### config.mk
export PLATFORM = sky130hd
export DESIGN_NAME = prog_loader
export DESIGN_NICKNAME = d
export VERILOG_FILES = /design/src/rtl/loader_pkg.sv /design/src/rtl/byte_assembler.sv /design/src/rtl/prog_loader.sv
export SDC_FILE = /design/constraint.sdc
export NUM_CORES = 1
export LEC_CHECK = 0
export ABC_AREA = 1
export CAP_MARGIN = 20
export CORE_ASPECT_RATIO = 1.2
export CORE_MARGIN = 4
export CORE_UTILIZATION = 50
export CTS_BUF_LIST = sky130_fd_sc_hd__clkbuf_4 sky130_fd_sc_hd__clkbuf_8 sky130_fd_sc_hd__clkbuf_16
export CTS_CLUSTER_SIZE = 14
export DETAILED_ROUTE_END_ITERATION = 16
export PLACE_DENSITY_LB_ADDON = 0.12
export SLEW_MARGIN = 30
export SYNTH_ARGS = -nofsm -noshare
export SYNTH_HDL_FRONTEND = slang
export SYNTH_SLANG_ARGS = --single-unit
### constraint.sdc
create_clock -name clk -period 4.8 [get_ports clk]
set_clock_uncertainty 0.15 [all_clocks]
set_input_delay 0.48 -clock clk [delete_from_list [all_inputs] [get_ports clk]]
set_output_delay 0.48 -clock clk [all_outputs]
set_load 0.05 [all_outputs]
### src/rtl/loader_pkg.sv
// Shared definitions for the program loader: FSM state encoding,
// default instruction-memory capacity and a counter-width helper.
package loader_pkg;

    // Default instruction-memory capacity in 32-bit words.
    localparam int MAX_WORDS_DEFAULT = 1024;

    // Loader FSM states.
    typedef enum logic [2:0] {
        LEN,
        DATA,
        FLUSH,
        DONE,
        ERR
    } state_e;

    // Bits needed to hold the values 0..max_words inclusive without wrapping.
    function automatic int cnt_width(input int max_words);
        return $clog2(max_words + 1);
    endfunction

endpackage

### src/rtl/byte_assembler.sv
// Big-endian byte-to-word assembler. Shifts accepted bytes into a 32-bit
// register and flags the cycle in which the 4th byte of a word arrives.
// The flagged word is presented combinationally so the caller can register
// it on the same edge that accepts the final byte.
module byte_assembler (
    input  logic        clk,
    input  logic        reset,
    input  logic        byte_en_i,
    input  logic [7:0]  byte_i,
    output logic [31:0] word_o,
    output logic        word_valid_o
);

    logic [31:0] shift_q, shift_d;
    logic [1:0]  cnt_q, cnt_d;

    // Next-state: shift in on an accepted byte; the 2-bit count wraps 3->0.
    always_comb begin
        shift_d = shift_q;
        cnt_d   = cnt_q;
        if (byte_en_i) begin
            shift_d = {shift_q[23:0], byte_i};
            cnt_d   = cnt_q + 2'd1;
        end
    end

    // State register with synchronous active-low reset.
    always_ff @(posedge clk) begin
        if (!reset) begin
            shift_q <= '0;
            cnt_q   <= '0;
        end else begin
            shift_q <= shift_d;
            cnt_q   <= cnt_d;
        end
    end

    // The first byte of a word ends up in bits 31:24.
    assign word_o       = shift_d;
    assign word_valid_o = byte_en_i && (cnt_q == 2'd3);

endmodule

### src/rtl/prog_loader.sv
// Program loader: receives a big-endian byte stream (word count N, then N
// instruction words), writes the words to instruction memory at 4*k, and
// holds the CPU until the load finishes. Oversized headers land in ERR.
module prog_loader
    import loader_pkg::*;
#(
    parameter int MAX_WORDS = MAX_WORDS_DEFAULT
) (
    input  logic        clk,
    input  logic        reset,
    input  logic        in_valid,
    input  logic [7:0]  in_data,
    output logic        in_ready,
    output logic        imem_we,
    output logic [31:0] imem_addr,
    output logic [31:0] imem_wdata,
    output logic        cpu_hold,
    output logic        done,
    output logic        error
);

    // Wide enough to hold N = MAX_WORDS and the post-increment of k.
    localparam int CW = cnt_width(MAX_WORDS);

    state_e        state_q, state_d;
    logic          live_q;
    logic [CW-1:0] n_q, n_d;
    logic [CW-1:0] k_q, k_d;
    logic          we_q, we_d;
    logic [31:0]   addr_q, addr_d;
    logic [31:0]   wdata_q, wdata_d;

    logic          accept;
    logic          word_valid;
    logic [31:0]   word;

    // live_q keeps in_ready low until the first edge after reset is released.
    assign in_ready = live_q && ((state_q == LEN) || (state_q == DATA));
    assign accept   = in_valid && in_ready;

    byte_assembler u_asm (
        .clk          (clk),
        .reset        (reset),
        .byte_en_i    (accept),
        .byte_i       (in_data),
        .word_o       (word),
        .word_valid_o (word_valid)
    );

    // Next-state and datapath: header decode, write scheduling, flush.
    always_comb begin
        state_d = state_q;
        n_d     = n_q;
        k_d     = k_q;
        we_d    = 1'b0;
        addr_d  = addr_q;
        wdata_d = wdata_q;
        case (state_q)
            LEN: begin
                if (word_valid) begin
                    n_d = word[CW-1:0];
                    k_d = '0;
                    if (word == 32'd0)
                        state_d = DONE;
                    else if (word > 32'(MAX_WORDS))
                        state_d = ERR;
                    else
                        state_d = DATA;
                end
            end
            DATA: begin
                if (word_valid) begin
                    we_d    = 1'b1;
                    wdata_d = word;
                    addr_d  = 32'({k_q, 2'b00});
                    k_d     = k_q + CW'(1);
                    // The last word's pulse is carried by the FLUSH cycle.
                    if (k_q == n_q - CW'(1))
                        state_d = FLUSH;
                end
            end
            FLUSH:   state_d = DONE;
            default: state_d = state_q;
        endcase
    end

    // State and output registers; reset also drops any pending write pulse.
    always_ff @(posedge clk) begin
        if (!reset) begin
            state_q <= LEN;
            live_q  <= 1'b0;
            n_q     <= '0;
            k_q     <= '0;
            we_q    <= 1'b0;
            addr_q  <= '0;
            wdata_q <= '0;
        end else begin
            state_q <= state_d;
            live_q  <= 1'b1;
            n_q     <= n_d;
            k_q     <= k_d;
            we_q    <= we_d;
            addr_q  <= addr_d;
            wdata_q <= wdata_d;
        end
    end

    assign imem_we    = we_q;
    assign imem_addr  = addr_q;
    assign imem_wdata = wdata_q;
    assign cpu_hold   = (state_q != DONE);
    assign done       = (state_q == DONE);
    assign error      = (state_q == ERR);

endmodule

==> flow_metrics.tcl, run 1 <==
set metrics [dict create \
    setup_viol_count_final 0 \
    synthAdderAreaFrac_pct 0.800 \
    seq_area_frac_synth_pct 44.4 \
    clock_sinks 104 \
    synth_top_family_by_area "simple AND/OR/NAND/NOR gates" \
    yosys.area.top_type "dfxtp_1" \
    synthSimpleGateAreaFrac_pct 25.6 \
    powerDensity_nw_per_um2 303 \
    io_pins 80 \
    overflow 0 \
    n_antenna_cell 0 \
    fin_area_um2 5420 \
    synth_area_per_cell_um2 7.30 \
    drv_cap 0 \
    area_growth_pct 15.5 \
    syn_inst 643 \
    hold_class "reg2reg" \
    io_buffer_count 58 \
    yosys.area.top_type_share_pct 44.4 \
    crit_end "in_ready" \
    antenna_found_initial 0 \
    ctsHoldBuffers 0 \
    cp_max_fo 13 \
    rsz0062_at_grt "no" \
    ff2ff_setup_slack_ps 1980 \
    dieArea_um2 11000 \
    netlist_area_um2 4690 \
    ctsHtreeMaxLevel 3 \
    dp_hpwl_um 7660 \
    ys_ff_latch 104 \
    async_flop_share_pct 0 \
    route.detailed.drc 0 \
    hold_violations 0 \
    synth-xor-area-share_pct 1.68 \
    cp_top_family "buffers and inverters" \
    fin_tns_setup_ps 0 \
    synth_edf_count 0 \
    end_kind "output port" \
    fin_crit_ps 2860 \
    cp.required_ps 4170 \
    yosysMostFrequentCell "nand2_1" \
    wire_per_inst_um 13.1 \
    yosys_warnings 0 \
    num_rows 38 \
    slowest_delay_ps 870 \
    p_leak_nw 2.26 \
    status "complete, no violations" \
    vias 4037 \
    clock_latency_ps 360 \
    drtPass1Iterations 4 \
    drtIter0Drc 163 \
    slew_viol_final 0 \
    wirelength_um 10600 \
    gp_congestion 0.857 \
    tritoncts "done" \
    synthFlopType "dfxtp_1" \
    final_util_pct 59.6 \
    numCtsBuffers 9 \
    cp-start-kind "flip-flop" \
    clk_path_buf_depth 2 \
    die_height_um 114 \
    synth_compound_area_share_pct 14.8 \
    path_depth 2 \
    grt_use_total_pct 20.0 \
    path_class "reg2out" \
    clk_pin_slew_ps 90 \
    die_x_um 96.4 \
    synth.distinct_cells 33 \
    arrival_ps 2230 \
    reg2reg_from "live_q" \
    drive_above_1_share_pct 5.51 \
    cts-resized-gates 0 \
    crit_start "live_q" \
    grt_first_pass_wirelength_um 17400 \
    reg2reg_to "k_q[10]" \
    synth_area_leaders "dfxtp_1 (44%), nand2_1 (9.5%), nor2_1 (9.4%)" \
    critical_path_buf_inv_count 1 \
    ant_nets 0 \
    grt_max_degree 53 \
    fmax_mhz 350 \
    synthMuxAreaShare_pct 0 \
    worst_slew_pin_slew_ps 788 \
    synth_common_cells "nand2_1 (119), nor2_1 (118), dfxtp_1 (104)" \
    via_per_inst 4.98 \
    fin_crit_sh_pct 59.6 \
    peakVddDrop_mv 0.283 \
    core_area_um2 9080 \
    grt_pass1_vias 3749 \
    relSlewSlack_pct 47.3 \
    slowest_stage "clkdlybuf4s50_1" \
    initial_core_util_pct 51.7 \
    nNetsFinal 699 \
    postCtsSetupBuffers 0 \
    r2r_cells 8 \
    dpl-instance-area_um2 5210 \
    root_buffer "clkbuf_8" \
    worstPathCellList "nor3b_2 -> clkdlybuf4s50_1" \
]
==> cell type report <==
type                       instances  area [µm²]
clock inverter                     5        53.8
clock buffer                      11         151
timing repair buffer              62         611
inverter                          73         274
tap                              120         150
multi-input combinational        435        2090
sequential                       104        2080
fill                             899        3660
==> power by group <==
| part | switching, W | leakage, nW | internal (W) |
|---|---|---|---|
| clock network | 0.000289 | 0.109 | 0.000269 |
| logic | 0.000138 | 1.31 | 0.0000488 |
| registers | 0.0000138 | 0.842 | 0.000881 |
| total | 0.000441 | 2.26 | 0.00120 |
==> cell usage in the layout, fill, tap and decap left out, types with 2 or more instances in the layout <==
cell and instances:
nand2_1 119, nor2_1 118, dfxtp_1 104, inv_1 68
clkdlybuf4s50_1 58, a211oi_1 37, o21ai_0 27, nand3_1 25
a21oi_1 24, conb_1 21, nand4_1 16, o21ai_1 12
clkbuf_8 11, o21ai_2 6, inv_2 5, xor2_1 5
nor3_1 4, xnor2_1 4, buf_4 4, ha_1 3
clkinv_2 3, nor2_4 2, nor2_2 2, o22ai_1 2
==> registers in the layout (all words and copies together) (netlist names) <==
register and count:
imem_wdata 32, u_asm.shift_q 32, imem_addr 11, k_q 11, n_q 11, state_q 3, u_asm.cnt_q 2, imem_we 1
live_q 1
==> layer usage <==
metal  vias up  GRT usage (%)  share of wire [%]
met5         -              0                  0
met2        70           32.7                 49
li1       2113              -                  -
met4         0           5.71                1.3
met3        13           4.21                3.9
met1      1841           26.7                 46
==> logic make-up (layout without fill, tap and decap cells) <==
| logic type | after synthesis | count (layout) |
|---|---|---|
| and+or+nand+nor | 290 | 290 |
| AOI/OAI and AO/OA | 112 | 112 |
| other | 1 | 21 |
| DFF | 104 | 104 |
| adders and majority gates | 3 | 3 |
| xor gates and xnor gates | 9 | 9 |
| buffers and inverters | 124 | 151 |
==> worst min-delay path, cell delays in order, from the launching register on <==
cell,delay (ps)
dfxtp_1,320
nand2_1,60
a21oi_1,60
==> per-stage QoR <==
step                setup slack [ps]  hold WS, ps  instances  power [W]
floorplan                       2000          297        663    0.00108
global placement                1740          307        794    0.00110
detailed placement              1650          316        794    0.00110
CTS                             1920          331        810    0.00166
global route                    1640          349        810    0.00172
finish                          1940          329        810    0.00164
==> how the worst min path moves through the flow <==
stage	cells past startpoint	startpoint	endpoint	slack (ps)
after floorplan	2	u_asm.cnt_q[1]	u_asm.cnt_q[1]	300
after global placement	2	u_asm.cnt_q[1]	u_asm.cnt_q[1]	310
after detailed placement	2	u_asm.cnt_q[1]	u_asm.cnt_q[1]	320
after CTS	2	u_asm.cnt_q[1]	u_asm.cnt_q[1]	330
after global routing	2	u_asm.cnt_q[1]	u_asm.cnt_q[1]	350
final	2	u_asm.cnt_q[1]	u_asm.cnt_q[1]	330
(Power assumes the default switching activity.)
==> run 2: changes to the inputs <==
--- a/config.mk
+++ b/config.mk
@@ -9,7 +9,7 @@
 export CAP_MARGIN = 20
 export CORE_ASPECT_RATIO = 1.2
 export CORE_MARGIN = 4
-export CORE_UTILIZATION = 50
+export CORE_UTILIZATION = 48
 export CTS_BUF_LIST = sky130_fd_sc_hd__clkbuf_4 sky130_fd_sc_hd__clkbuf_8 sky130_fd_sc_hd__clkbuf_16
 export CTS_CLUSTER_SIZE = 14
 export DETAILED_ROUTE_END_ITERATION = 16
==> constraint.sdc (replaced) <==
create_clock -name clk -period 2.4 [get_ports clk]
set_clock_uncertainty 0.15 [all_clocks]
set_input_delay 0.24 -clock clk [delete_from_list [all_inputs] [get_ports clk]]
set_output_delay 0.24 -clock clk [all_outputs]
set_load 0.05 [all_outputs]
==> flow_metrics.tcl, run 2 (synthesis results as in run 1) <==
set metrics [dict create \
    die_x_um 98.2 \
    p_leak_nw 2.42 \
    fin_tns_setup_ps 0 \
    fin_area_um2 5730 \
    powerDensity_nw_per_um2 653 \
    critical_path_buf_inv_count 2 \
    cp_top_family "buffers and inverters" \
    wirelength_um 11100 \
    io_buffer_count 58 \
    ctsHoldBuffers 0 \
    reg2reg_from "n_q[0]" \
    worst_slew_pin_slew_ps 506 \
    end_kind "output port" \
    path_class "reg2out" \
    drtIter0Drc 149 \
    peakVddDrop_mv 0.486 \
    hold_class "reg2reg" \
    reg2reg_to "state_q[1]" \
    clk_path_buf_depth 2 \
    arrival_ps 1740 \
    area_growth_pct 22.2 \
    worstPathCellList "inv_1 -> nor3_2 -> dlygate4sd2_1" \
    r2r_cells 15 \
    grt_pass1_vias 4000 \
    fmax_mhz 471 \
    cp_max_fo 6 \
    ant_nets 0 \
    io_pins 80 \
    via_per_inst 4.94 \
    cp.required_ps 2010 \
    cp-start-kind "flip-flop" \
    ff2ff_setup_slack_ps 350 \
    fin_crit_ps 2130 \
    tritoncts "done" \
    numCtsBuffers 9 \
    grt_first_pass_wirelength_um 18400 \
    antenna_found_initial 0 \
    initial_core_util_pct 49.3 \
    dieArea_um2 11400 \
    drtPass1Iterations 4 \
    core_area_um2 9520 \
    final_util_pct 60.3 \
    clock_latency_ps 350 \
    overflow 0 \
    relSlewSlack_pct 66.2 \
    route.detailed.drc 0 \
    setup_viol_count_final 0 \
    clock_sinks 104 \
    crit_end "done" \
    ctsHtreeMaxLevel 3 \
    gp_congestion 0.872 \
    grt_max_degree 50 \
    rsz0062_at_grt "no" \
    fill_cells 916 \
    path_depth 3 \
    n_antenna_cell 0 \
    wire_per_inst_um 13.3 \
    nNetsFinal 719 \
    fin_crit_sh_pct 88.6 \
    root_buffer "clkbuf_16" \
    final_cell_mix "nand2_1 (119), nor2_1 (118), dfxtp_1 (104)" \
    slowest_delay_ps 560 \
    postCtsSetupBuffers 0 \
    dp_hpwl_um 8060 \
    die_height_um 116 \
    clk_pin_slew_ps 70 \
    hold_violations 0 \
    slew_viol_final 0 \
    min_from "u_asm.cnt_q[1]" \
    grt_use_total_pct 19.9 \
    slowest_stage "dlygate4sd2_1" \
    dpl-instance-area_um2 5420 \
    vias 4114 \
    crit_start "state_q[1]" \
    num_rows 39 \
    final_common_cell "nand2_1" \
    status "complete, no violations" \
    drive_above_1_share_pct 8.59 \
    drv_cap 0 \
]
==> run 2: changes by cell type in the layout (fill, tap and decap cells not counted) <==
cell,previous run,this run
buf_4,4,22
clkbuf_16,0,9
clkbuf_8,11,2
buf_12,0,4
clkdlybuf4s50_1,58,54
clkinv_2,3,1
clkbuf_4,0,1
clkinvlp_4,0,1
dlygate4sd2_1,0,1
dlymetal6s2s_1,0,1
nor3_1,4,3
nor3_2,0,1
nor3b_2,1,0
nor3b_4,0,1
==> run 2: worst min-delay path by stage <==
stage,end,slack (ps),depth (start not counted)
floorplan,live_q,120,0
global placement,u_asm.cnt_q[1],310,2
detailed placement,u_asm.cnt_q[1],320,2
CTS,u_asm.cnt_q[1],330,2
global route,u_asm.cnt_q[1],340,2
finish,u_asm.cnt_q[1],330,2
==> run 2: timing repair <==
action	4_1_cts	5_1_grt
resized for setup	1	1
endpoints found under the hold margin	0	0
setup endpoints to repair	1	1
==> run 2: layout make-up <==
class / instances / area, µm² / share of cell area [%]
Multi-Input combinational cell: 435 / 2110 / 36.7
Sequential cell: 104 / 2080 / 36.3
Timing Repair Buffer: 82 / 807 / 14.1
Inverter: 73 / 274 / 4.78
Clock buffer: 12 / 260 / 4.54
Tap cell: 123 / 154 / 2.68
Clock inverter: 4 / 51.3 / 0.895
==> run 2: report_power, final <==
group	switching [W]	leakage, nW	internal [W]	total, W
logic	0.000291	1.43	0.000136	0.000428
registers	0.0000263	0.842	0.00176	0.00179
clock network	0.000646	0.153	0.000880	0.00153
==> run 2: worst reg2reg max path, stage by stage (launching register included) <==
cell and delay (ps):
dfxtp_1 320, inv_1 160, ha_1 310, inv_1 70
nand2_1 100, nand2_1 60, nand2_1 50, nand3_1 70
nor2_1 90, nand2_1 70, nor2_1 90, nand3_1 80
nand2_1 70, nand2_1 100, nor2_1 120, nor2_1 50
==> run 2: routing by layer <==
metal  track usage (%)  part of all wire, %
met1              24.0                   45
met2              34.8                   49
met3              4.54                  4.3
met4              7.47                  1.8
met5                 0                    0
==> run 2: stage by stage <==
stage | setup WS [ps] | total power, W | cells | hold slack, ps
after floorplan | 199 | 0.00216 | 663 | 118
after global placement | 197 | 0.00225 | 817 | 305
after detailed placement | 204 | 0.00225 | 817 | 317
after CTS | 66.3 | 0.00377 | 833 | 328
after global routing | 127 | 0.00388 | 833 | 343
final | 275 | 0.00374 | 833 | 329
==> run 3: changes to the inputs <==
--- a/config.mk
+++ b/config.mk
@@ -7,7 +7,7 @@
 export LEC_CHECK = 0
 export ABC_AREA = 1
 export CAP_MARGIN = 20
-export CORE_ASPECT_RATIO = 1.2
+export CORE_ASPECT_RATIO = 0.8
 export CORE_MARGIN = 4
 export CORE_UTILIZATION = 48
 export CTS_BUF_LIST = sky130_fd_sc_hd__clkbuf_4 sky130_fd_sc_hd__clkbuf_8 sky130_fd_sc_hd__clkbuf_16
==> flow_metrics.tcl, run 3 (synthesis results as in run 1) <==
set metrics [dict create \
    status "complete, no violations" \
    drive_above_1_share_pct 7.43 \
    rsz0062_at_grt "no" \
    regArea_um2 2080 \
    relSlewSlack_pct 65.5 \
    nNetsFinal 710 \
    hold_class "reg2reg" \
    grt_use_met3_pct 5.41 \
    numCtsBuffers 9 \
    final_cell_mix "nand2_1 (119), nor2_1 (118), dfxtp_1 (103)" \
    fill_cells 861 \
    p_sw_w 0.000933 \
    io_buffer_count 58 \
    peakVddDrop_mv 0.375 \
    slew_viol_final 0 \
    final_util_pct 60.9 \
    power_frac_clock_pct 40.0 \
    io_pins 80 \
    path_class "reg2out" \
    clk_path_buf_depth 2 \
    wire_per_inst_um 13.8 \
    ctsHoldBuffers 0 \
    worst_slew_pin_slew_ps 516 \
    powerDensity_nw_per_um2 650 \
    cp_max_fo 6 \
    die_height_um 96.4 \
    ctsHtreeMaxLevel 3 \
    fmax_mhz 437 \
    setup_viol_count_final 0 \
    n_antenna_cell 0 \
    fin_crit_ps 2290 \
    clk_pin_slew_ps 70 \
    cts-resized-gates 0 \
    multi_input_area_um2 2110 \
    cp.required_ps 2010 \
    antenna_found_initial 0 \
    fin_crit_sh_pct 95.4 \
    wirelength_um 11200 \
    root_buffer "clkbuf_16" \
    route.detailed.drc 0 \
    fin_area_um2 5640 \
    overflow 0 \
    dp_hpwl_um 8140 \
    via_per_inst 5.13 \
    num_rows 31 \
    p_comb_share_pct 11.2 \
    p_leak_nw 2.39 \
    arrival_ps 1900 \
    drtIter0Drc 261 \
    grt_max_degree 63 \
    die_x_um 119 \
    drv_cap 0 \
    cp-start-kind "flip-flop" \
    final_common_cell "nand2_1" \
    p_int_w 0.00274 \
    dieArea_um2 11400 \
    clock_latency_ps 350 \
    slowest_stage "clkdlybuf4s50_1" \
    fin_tns_setup_ps 0 \
    grt_use_total_pct 20.1 \
    grt_pass1_vias 3814 \
    switching_share_pct 25.4 \
    met2_usage_pct 30.9 \
    end_kind "output port" \
    drtPass1Iterations 4 \
    dpl-instance-area_um2 5340 \
    use_met1_pct 27.8 \
    crit_top_cell "inv_1" \
    hold_violations 0 \
    gp_congestion 0.868 \
    worstPathCellList "inv_1 -> nor3_2 -> inv_1 -> clkdlybuf4s50_1" \
    clock_sinks 104 \
    vias 4180 \
    slowest_delay_ps 700 \
    initial_core_util_pct 50.6 \
    grt.busiest_layer "met2" \
    postCtsSetupBuffers 0 \
    area_growth_pct 20.3 \
    tritoncts "done" \
    seqPwrFrac_pct 48.8 \
    core_area_um2 9270 \
    grt_first_pass_wirelength_um 18500 \
    ant_nets 0 \
]
==> run 3: cell types whose count changed in the layout (fill, tap and decap cells not counted) <==
cell	previous run	this run
dlygate4sd2_1	1	0
buf_4	22	13
clkdlybuf4s50_1	54	55
dfxtp_1	104	103
clkbuf_4	1	2
clkbuf_8	2	1
inv_6	1	0
dfxtp_2	0	1
==> run 3: per-stage QoR <==
step / power, W / std cells / setup slack [ps] / hold WS (ps)
floorplan: 0.00216 / 663 / 199 / 118
global placement: 0.00223 / 800 / 211 / 307
finish: 0.00367 / 815 / 112 / 332
detailed placement: 0.00224 / 800 / 126 / 323
CTS: 0.00371 / 815 / 8.69 / 334
global route: 0.00382 / 815 / 1.45 / 350
==> run 3: cell type report <==
| class | count | area share (%) |
|---|---|---|
| Tap cell | 115 | 2.55 |
| Timing Repair Buffer | 73 | 13.1 |
| Multi-Input combinational cell | 435 | 37.3 |
| Clock buffer | 12 | 4.50 |
| Clock inverter | 3 | 0.754 |
| Sequential cell | 104 | 36.9 |
| Inverter | 73 | 4.85 |
==> run 3: worst max-delay path, delay by kind of cell, from the launching register on <==
kind                   cells  cell delay (ps)
buffers and inverters      3              890
flip-flops                 1              490
AND/OR/NAND/NOR            1              170
==> run 3: worst paths after layout <==
check,startpoint,endpoint,slack (ps),cells past startpoint
max,state_q[1],cpu_hold,110,4
max reg2reg,state_q[1],state_q[0],210,12
min reg2reg,imem_addr[12],imem_addr[12],330,2
min,imem_addr[12],imem_addr[12],330,2
==> run 3: power groups by stage <==
stage	Combinational [W]	Sequential, W	Clock, W
6_report	0.000410	0.00179	0.00147
5_1_grt	0.000452	0.00179	0.00157
4_1_cts	0.000410	0.00179	0.00151
3_5_place_dp	0.000406	0.00183	0
3_3_place_gp	0.000398	0.00183	0
2_1_floorplan	0.000339	0.00182	0
==> run 3: layer usage <==
metal | wire length [µm] | share of wire [%] | vias up
li1 | - | - | 2157
met1 | 5530 | 49 | 1880
met2 | 4830 | 43 | 130
met3 | 695 | 6.2 | 13
met4 | 163 | 1.5 | 0
met5 | 0 | 0 | -
